File: config.mk
export PLATFORM = sky130hd
export DESIGN_NAME = stepper_move_ctrl
export DESIGN_NICKNAME = d
export VERILOG_FILES = /design/src/rtl/stepper_pkg.sv /design/src/rtl/stepper_move_ctrl_step_tick_gen.sv /design/src/rtl/stepper_move_ctrl.sv
export SDC_FILE = /design/constraint.sdc
export NUM_CORES = 1
export LEC_CHECK = 0
export ABC_AREA = 1
export CAP_MARGIN = 10
export CORE_ASPECT_RATIO = 0.8
export CORE_MARGIN = 10
export CORE_UTILIZATION = 50
export CTS_CLUSTER_DIAMETER = 30
export DETAILED_ROUTE_END_ITERATION = 7
export GPL_ROUTABILITY_DRIVEN = 0
export PLACE_DENSITY = 0.74
export SLEW_MARGIN = 20
export SYNTH_ARGS = -nofsm -noshare
export SYNTH_HDL_FRONTEND = slang
export SYNTH_SLANG_ARGS = --single-unit
File: constraint.sdc
create_clock -name clk -period 2.4 [get_ports clk]
set_clock_uncertainty 0.1 [all_clocks]
set_input_delay 0.24 -clock clk [delete_from_list [all_inputs] [get_ports clk]]
set_output_delay 0.24 -clock clk [all_outputs]
set_load 0.1 [all_outputs]
File: src/rtl/stepper_pkg.sv
// rtl/stepper_pkg.sv - shared types, coil phase table and index stepping for the stepper driver
//
// Contents:
//   state_t   : move FSM states (IDLE, RUN)
//   SMC_OFF   : de-energised coil pattern
//   PHASE_LUT : 8-entry half-step coil table; full-step uses the even entries
//   next_idx  : phase index advance, mod 8

package stepper_pkg;

    typedef enum logic {
        IDLE = 1'b0,
        RUN  = 1'b1
    } state_t;

    localparam logic [3:0] SMC_OFF = 4'b0000;

    localparam logic [3:0] PHASE_LUT [0:7] = '{
        4'b1001, 4'b0001, 4'b0011, 4'b0010,
        4'b0110, 4'b0100, 4'b1100, 4'b1000
    };

    // Full-step moves always land on an even index, so a move that starts
    // from an odd index (left by a half-step move) only travels one entry.
    function automatic logic [2:0] next_idx(input logic [2:0] idx,
                                            input logic       dir,
                                            input logic       half);
        logic [2:0] r;
        if (half)
            r = dir ? (idx + 3'd1) : (idx - 3'd1);
        else if (dir)
            r = (idx | 3'd1) + 3'd1;
        else
            r = (idx - 3'd1) & 3'b110;
        return r;
    endfunction

endpackage

File: src/rtl/stepper_move_ctrl_step_tick_gen.sv
// rtl/stepper_move_ctrl_step_tick_gen.sv - step-rate prescaler emitting a one-cycle tick
//
// Module step_tick_gen
//   clk    in   1      system clock
//   reset  in   1      asynchronous active-high reset
//   clr    in   1      synchronous clear of the prescaler count
//   en     in   1      count enable
//   period in   DIV_W  clocks per tick; 0 behaves as 1
//   tick   out  1      high while count == max(period,1)-1 and en

module step_tick_gen #(
    parameter int DIV_W = 16
) (
    input  logic             clk,
    input  logic             reset,
    input  logic             clr,
    input  logic             en,
    input  logic [DIV_W-1:0] period,
    output logic             tick
);

    logic [DIV_W-1:0] count;
    logic [DIV_W-1:0] last_cnt;

    assign last_cnt = (period == '0) ? '0 : (period - DIV_W'(1));
    assign tick     = en && (count == last_cnt);

    always_ff @(posedge clk or posedge reset) begin
        if (reset)
            count <= '0;
        else if (clr)
            count <= '0;
        else if (en)
            count <= tick ? '0 : (count + DIV_W'(1));
    end

endmodule

File: src/rtl/stepper_move_ctrl.sv
// rtl/stepper_move_ctrl.sv - 4-coil unipolar stepper move controller (full/half step)
//
// Optional feature macro: POS_CNT_EN (adds the signed position counter and pos port)
//
// Ports:
//   clk        in   1      system clock
//   reset      in   1      asynchronous active-high reset
//   start      in   1      move request, sampled in IDLE only
//   dir        in   1      1 = forward, 0 = reverse (latched at start)
//   half_step  in   1      1 = 8-phase, 0 = 4-phase (latched at start)
//   steps      in   CNT_W  step count (latched at start)
//   period     in   DIV_W  clocks per step, 0 acts as 1 (latched at start)
//   abort      in   1      stop the current move, no done pulse
//   busy       out  1      high while a move runs
//   done       out  1      one-cycle completion pulse
//   SMC        out  4      registered coil pattern
//   pos        out  POS_W  signed position in half-step units (POS_CNT_EN only)

module stepper_move_ctrl
    import stepper_pkg::*;
#(
    parameter int CNT_W = 16,
    parameter int DIV_W = 16,
    parameter int POS_W = 32
) (
    input  logic                    clk,
    input  logic                    reset,
    input  logic                    start,
    input  logic                    dir,
    input  logic                    half_step,
    input  logic [CNT_W-1:0]        steps,
    input  logic [DIV_W-1:0]        period,
    input  logic                    abort,
    output logic                    busy,
    output logic                    done,
    output logic [3:0]              SMC
`ifdef POS_CNT_EN
    ,
    output logic signed [POS_W-1:0] pos
`endif
);

    state_t           state;
    state_t           state_nx;
    logic             dir_q;
    logic             half_q;
    logic [CNT_W-1:0] remaining;
    logic [DIV_W-1:0] period_q;
    logic [2:0]       idx;
    logic [2:0]       idx_nx;
    logic             tick;
    logic             go;
    logic             zero_req;
    logic             step;
    logic             last;

    // abort has priority over start, even while idle
    assign go       = (state == IDLE) && start && !abort && (steps != '0);
    assign zero_req = (state == IDLE) && start && !abort && (steps == '0);
    assign step     = (state == RUN) && tick && !abort;
    assign last     = step && (remaining == CNT_W'(1));
    assign idx_nx   = next_idx(idx, dir_q, half_q);
    assign busy     = (state == RUN);

    step_tick_gen #(.DIV_W(DIV_W)) u_tick (
        .clk    (clk),
        .reset  (reset),
        .clr    (state == IDLE),
        .en     (state == RUN),
        .period (period_q),
        .tick   (tick)
    );

    always_ff @(posedge clk or posedge reset) begin
        if (reset)
            state <= IDLE;
        else
            state <= state_nx;
    end

    always_comb begin
        state_nx = state;
        case (state)
            IDLE: if (go) state_nx = RUN;
            RUN:  if (abort || last) state_nx = IDLE;
            default: state_nx = IDLE;
        endcase
    end

    // SMC is only written on a step, so it stays de-energised until the
    // first step after reset and holds torque afterwards.
    always_ff @(posedge clk or posedge reset) begin
        if (reset) begin
            dir_q     <= 1'b0;
            half_q    <= 1'b0;
            remaining <= '0;
            period_q  <= '0;
            idx       <= 3'd0;
            SMC       <= SMC_OFF;
            done      <= 1'b0;
        end else begin
            done <= zero_req || last;
            if (go) begin
                dir_q     <= dir;
                half_q    <= half_step;
                remaining <= steps;
                period_q  <= period;
            end
            if (step) begin
                idx       <= idx_nx;
                remaining <= remaining - CNT_W'(1);
                SMC       <= PHASE_LUT[idx_nx];
            end
        end
    end

`ifdef POS_CNT_EN
    logic signed [POS_W-1:0] delta;

    // a full step from an odd index only moves one half-step unit
    assign delta = (half_q || idx[0]) ? POS_W'(1) : POS_W'(2);

    always_ff @(posedge clk or posedge reset) begin
        if (reset)
            pos <= '0;
        else if (step)
            pos <= dir_q ? (pos + delta) : (pos - delta);
    end
`endif

endmodule

==> flow_summary.ini <==
[min_path]
hold_class = in2async

[drt]
post_drt_wl_per_cell_um = 14.4
drc = 0
drtIter0Drc = 400
drt-pass1-iter-count = 5
vias = 4418
final_antenna_net_count = 0
routed_via_density = 5.40
wl_mm = 11.8

[timing]
finalHoldViolCount = 0
tightestPinTransition_ns = 0.478
max-slew-margin-rel_pct = 67.8
setup_ws_ns = 0.0588
finalCritPeriodShare_pct = 97.6
holdWs_ns = 0.154
fmax_mhz = 427
fin_crit_ns = 2.34
rsz0062_at_grt = true
setup_viol_count_final = 0
setup_tns_ns = 0
slew_viol_final = 0

[yosys]
synth_cell_types = 36
synth.largest_area_cell = dfrtp_1
avgSynthCellArea_um2 = 6.72
synth_fp_nets = 681
synth-main-ff-cell = dfrtp_1
synth_async_sr_flop_share_pct = 100
synthesis.area_um2 = 4280
yosys_warnings = 0
yosysTopAreaCellShare_pct = 34.5
synth_most_common_cell = nand2_1
synth_edf_count = 0
yosys_register_bits = 59
synth_common_cells = nand2_1 (197), inv_1 (76), nand3_1 (63), dfrtp_1 (59), nor2_1 (55)
seq_area_frac_synth_pct = 34.5
synthCells = 637
synth.area.top_cells = dfrtp_1 (34%), nand2_1 (17%), nand3_1 (7.4%)

[clock_network]
numCtsBuffers = 9
clock_sinks = 59
cts_tree = built
clkLatencyLatePin_ns = 0.36
clk_pin_slew_worst_paths_ns = 0.07
cts_max_level = 3
clk_path_buf_depth = 2
cts_hold_buf = 0
cts_root_buffer = clkbuf_8

[job]
max-cap-violations = 0

[global_routing]
grt_pass1_wl_mm = 19.6
grt_max_degree = 60
overflow = 0
grt_antenna_before_repair = 0
grt_use_total_pct = 19.3
grt_pass1_vias = 4118

[final_layout]
nets = 745
final_area_um2 = 5460
syn_to_final_growth_pct = 27.6
nFillCells = 759
diodes = 0
drive_gt1_share_pct = 18.6

[setup_path]
regToRegStartpoint = period_q[6]
cp.arrival_ns = 2.49
startpoint = period_q[6]
cpMostUsedCell = nand2_1
crit_chain = nor2_2 > nand2_4 > nor2_4 > buf_4 > nand2_8 > nand3_1 > nand2_1 > nand2_1 > inv_2 > nand3_1 > nor2_2 > nand4_4 > buf_12 > nand2_1 > nand2_1 > nand2_1
worstSetupPathType = reg2reg
critPathMaxFanout = 25
crit_required_ns = 2.55
path_delay_family = simple AND/OR/NAND/NOR gates
crit_path_top_delay_cell = dfrtp_1
critPathLaunchType = register
critical_path_buf_inv_count = 3
crit_path_end_kind = register
slowest_delay_ns = 0.43

[floorplanning]
die_y_um = 103
start_util_pct = 50.9
dieArea_um2 = 12700
rows = 30
fp.dieW_um = 123
fp.coreArea_um2 = 8410
io_pins = 44

[power_and_ir_drop]
p_leak_nw = 2.72
power.density_nw_per_um2 = 665
irDropWorstVdd_mv = 0.467

[placed_design]
pre_cts_slack_ns = -0.0444
dp_hpwl_mm = 8.65
post_dp_cell_area_um2 = 4910
io_buffers = 43

[run_status]
outcome = finished, final reports clean
[through the flow]
step           power (mW)  util, %  std cells
2_1_floorplan        1.96        -        637
3_3_place_gp         2.25     58.4        793
3_5_place_dp         2.28     58.4        793
4_1_cts              3.49     61.7        810
5_1_grt              3.85     65.0        818
6_report             3.63     65.0        818
[layout make-up]
type                    count  area, um2  share of cell area (%)
multi-input cells         467       2520                    46.2
repair buffers             72        713                    13.1
clock inverters             4       95.1                    1.74
well taps                 112        140                    2.57
flip-flops and latches     59       1480                    27.1
clock buffers              12        165                    3.02
inverters                  92        345                    6.32
[what timing repair did]
item                       in CTS  in global routing
setup buffers                   0                  7
setup endpoints to repair      39                 41
gates cloned                    1                  1
resized for setup               6                 53
pin swaps                       1                  9
[worst paths after layout]
| path | end | slack, ns | cells after the start |
|---|---|---|---|
| hold reg to reg | SMC[2] | 0.38 | 2 |
| setup / recovery | remaining[3] | 0.06 | 16 |
| max in group asynchronous | period_q[3] | 1.76 | 3 |
| hold / removal | period_q[7] | 0.15 | 3 |
| min in group clk | period_q[2] | 0.32 | 3 |
| setup reg to reg | remaining[3] | 0.06 | 16 |
[flip-flops by register name, summed over array words and instances, names as in the netlist]
name	cells
period_q	16
remaining	16
u_tick.count	16
SMC	4
idx	3
busy	1
dir_q	1
done	1
half_q	1
[power breakdown]
group	switching [mW]	internal (mW)	total (mW)
Combinational	0.710	0.458	1.17
Clock	0.416	0.773	1.19
Sequential	0.163	1.11	1.28
[worst min-delay path, stage by stage]
cell and delay, ns:
clkdlybuf4s50_1 0.41, inv_2 0.07, buf_12 0.28
[logic make-up (layout without fill, tap and decap cells)]
logic type	count (synthesis)	in the layout	synth area share [%]
flops	59	59	34.5
buf+inv	112	180	11.2
compound gates	40	40	4.91
simple gates	400	401	43.5
fa+ha+maj	6	6	1.75
xor+xnor	20	20	4.09
[cell usage in the layout, fill, tap and decap left out, types with 2 or more instances in the layout]
cell type        netlist  layout
nor2_2                 7      15
xnor2_1                5       5
clkdlybuf4s50_1        0      37
o21ai_0               29      25
nor4_1                10       9
nand2_4                2       3
o21ai_1                5       7
nor2_8                 2       2
clkbuf_8               0      12
dfrtp_1               59      55
inv_1                 76      73
o21ai_2                2       4
nor3b_1                4       4
nor3_1                 7       4
nand3_2                1       5
clkinv_1               2       2
nor2_4                 2       9
nand3_1               63      59
buf_4                  1      29
nor3_2                 0       3
nand2_1              197     187
nand2_2                3      11
nand4_1               40      40
dfrtp_2                0       4
bufinv_16              0       3
ha_1                   6       5
xor2_1                15      15
nor2_1                55      40
nand2_8                0       2
inv_2                 14      17
a21oi_1                3       3
buf_12                 0       5
[per-layer routing]
layer / GRT usage, % / wire length [um] / vias to the layer above
li1: - / - / 2183
met1: 26.5 / 5320 / 2042
met2: 29.1 / 5300 / 177
met3: 4.98 / 1020 / 16
met4: 5.54 / 150 / 0
met5: 0 / 0 / -
Note: power is estimated with default switching activity, not from simulation.
==> patch: new RTL, same settings <==
Add a define of `POS_CNT_EN`.
--- a/src/rtl/stepper_move_ctrl.sv
+++ b/src/rtl/stepper_move_ctrl.sv
@@ -15,6 +15,8 @@
 //   done       out  1      one-cycle completion pulse
 //   SMC        out  4      registered coil pattern
 //   pos        out  POS_W  signed position in half-step units (POS_CNT_EN only)
+
+`define POS_CNT_EN
 
 module stepper_move_ctrl
     import stepper_pkg::*;
Function (old outputs only; new: pos): kept (Yosys induction, for registers that start in step).
==> patch against the unedited design <==
The run now ends with setup timing left; die area is 57% higher; design area is 91% higher; total power is 68% higher; critical path depth is 1 higher; final cell count is 85% higher; wire length is 110% higher; setup slack worse by 0.27 ns; utilization is 8.2 points higher; combinational power is 150% higher; synthesized area is 71% higher; sequential cell count is 32 higher; critical path type unchanged; critical endpoint is now idx[0]; largest power group is now combinational cells.
==> patch: results (changes against the unedited design) <==
PortBufs 75 (+74%); worst reg2reg path startpoint period_q[1]; adder-cell area share of the yosys netlist 0.06593 (+0.04839); CP max stage delay 0.36 ns (-0.07 ns); delay-heaviest family, CP simple AND/OR/NAND/NOR gates; Setup WS post-layout -0.2115 ns (-0.2703 ns); Yosys cell types 39 (+8.3%); vias in the first global route 7782 (+89%); Setup violations, final 64 (+64); setup TNS -7.942 ns (-7.942 ns); nets 1400 (+88%); commonest cells in the synthesized netlist 349 x nand2_1, 131 x inv_1, 112 x nor2_1, 91 x dfrtp_1, 74 x nand3_1; r2r endpoint idx[0]; Synth Net Count 1178 (+73%); status finished with violations; proportion of layout cells with a drive suffix above 1 0.2686 (+0.08307); crit-path max FO 7 (-72%); post-DR wirelength/cell 16.01 µm (+11%); Iter 0 DRT Violations 905 (+130%); arrival time at the worst endpoint 2.76 ns (+0.27 ns); Seq/Total Area, Yosys 0.3108 (-0.03408); Root Buffer clkbuf_16; Vias/cell 5.530 (+2.4%); Slew @ Worst Pin 0.7144 ns (+0.2364 ns); First-pass DRT Iterations 6 (+1); failing checks setup timing; Post-DP HPWL 16960 µm (+96%); Worst VDD drop 411.0 µV (-12%); global-route wire length before repair 37860 µm (+93%); leakage power 0.005244 µW (+93%); Compound-Gate Fraction of Synth Area 0.08113 (+0.03202); R2R depth 17 (+1); top cells by area, synth dfrtp_1 31%, nand2_1 18%, inv_1 6.7%; gr usage total 0.2285 (+0.03598); XOR/XNOR share of the synthesized area 0.06097 (+0.02005)
==> patch: changes by cell type in the layout (fill, tap and decap cells not counted), sizes merged, moves of 24 or more <==
cell | unedited run | this run
a21oi | 3 | 38
buf | 34 | 200
dfrtp | 59 | 91
ha | 6 | 37
inv | 90 | 131
nand2 | 203 | 352
nand4 | 42 | 66
nor2 | 66 | 119
xor2 | 15 | 39
==> patch: power by group <==
part / total [µW] / switching, µW / internal (µW)
combinational: 2910 / 1650 / 1260
sequential: 1780 / 124 / 1660
clock: 1420 / 667 / 757
total: 6110 / 2440 / 3670
==> patch: final cells by class <==
class,instances,area [µm²]
fillers,1105,3842
inverters,135,518.0
repair buffers,240,2215
flip-flops and latches,91,2292
multi-input cells,847,4918
well taps,184,230.2
clock inverters,4,25.02
clock buffers,12,256.5
==> patch: logic make-up (layout without fill, tap and decap cells) <==
group | Yosys count | in the layout
flip-flops | 91 | 91
AND/OR/NAND/NOR | 645 | 646
buffers and inverters | 165 | 391
AO/OA/AOI/OAI | 112 | 112
adder cells (fa/ha/maj) | 38 | 38
XOR/XNOR | 51 | 51
==> patch: worst max-delay path by stage <==
stage                startpoint       endpoint  slack, ns  depth (start not counted)
finish              period_q[1]         idx[0]      -0.21                         17
global route        period_q[2]  remaining[12]      -0.32                         16
CTS                 period_q[1]   remaining[4]      -0.06                         17
detailed placement        dir_q        pos[29]      -0.24                         15
global placement          dir_q        pos[29]      -0.19                         15
floorplan                 dir_q        pos[30]      -0.21                         13
==> patch: per-stage QoR <==
stage	std cells	hold slack [ns]	cell area [µm²]	worst slack, ns
finish	1513	0.2383	10460	-0.2115
global route	1513	0.2887	10460	-0.3215
CTS	1502	0.2482	9975	-0.05808
detailed placement	1479	0.3774	9349	-0.2398
global placement	1479	0.3682	9349	-0.1855
floorplan	1102	0.2496	7350	-0.2067
==> patch: routing by layer <==
layer  wire length [µm]  track usage  vias up  part of all wire
met2              10820       0.3488      378              0.45
met4                335      0.05989        0             0.014
met5                  0            0        -                 0
met3               2152      0.04863       34             0.089
met1              10910       0.3204     3903              0.45
li1                   -            -     4052                 -
==> patch: repair_timing <==
item                                    CTS  global route
pin swaps                                 5            27
setup buffers                             5             6
resized for setup                        71            82
gates cloned                              2             5
endpoints found under the setup margin   72            73
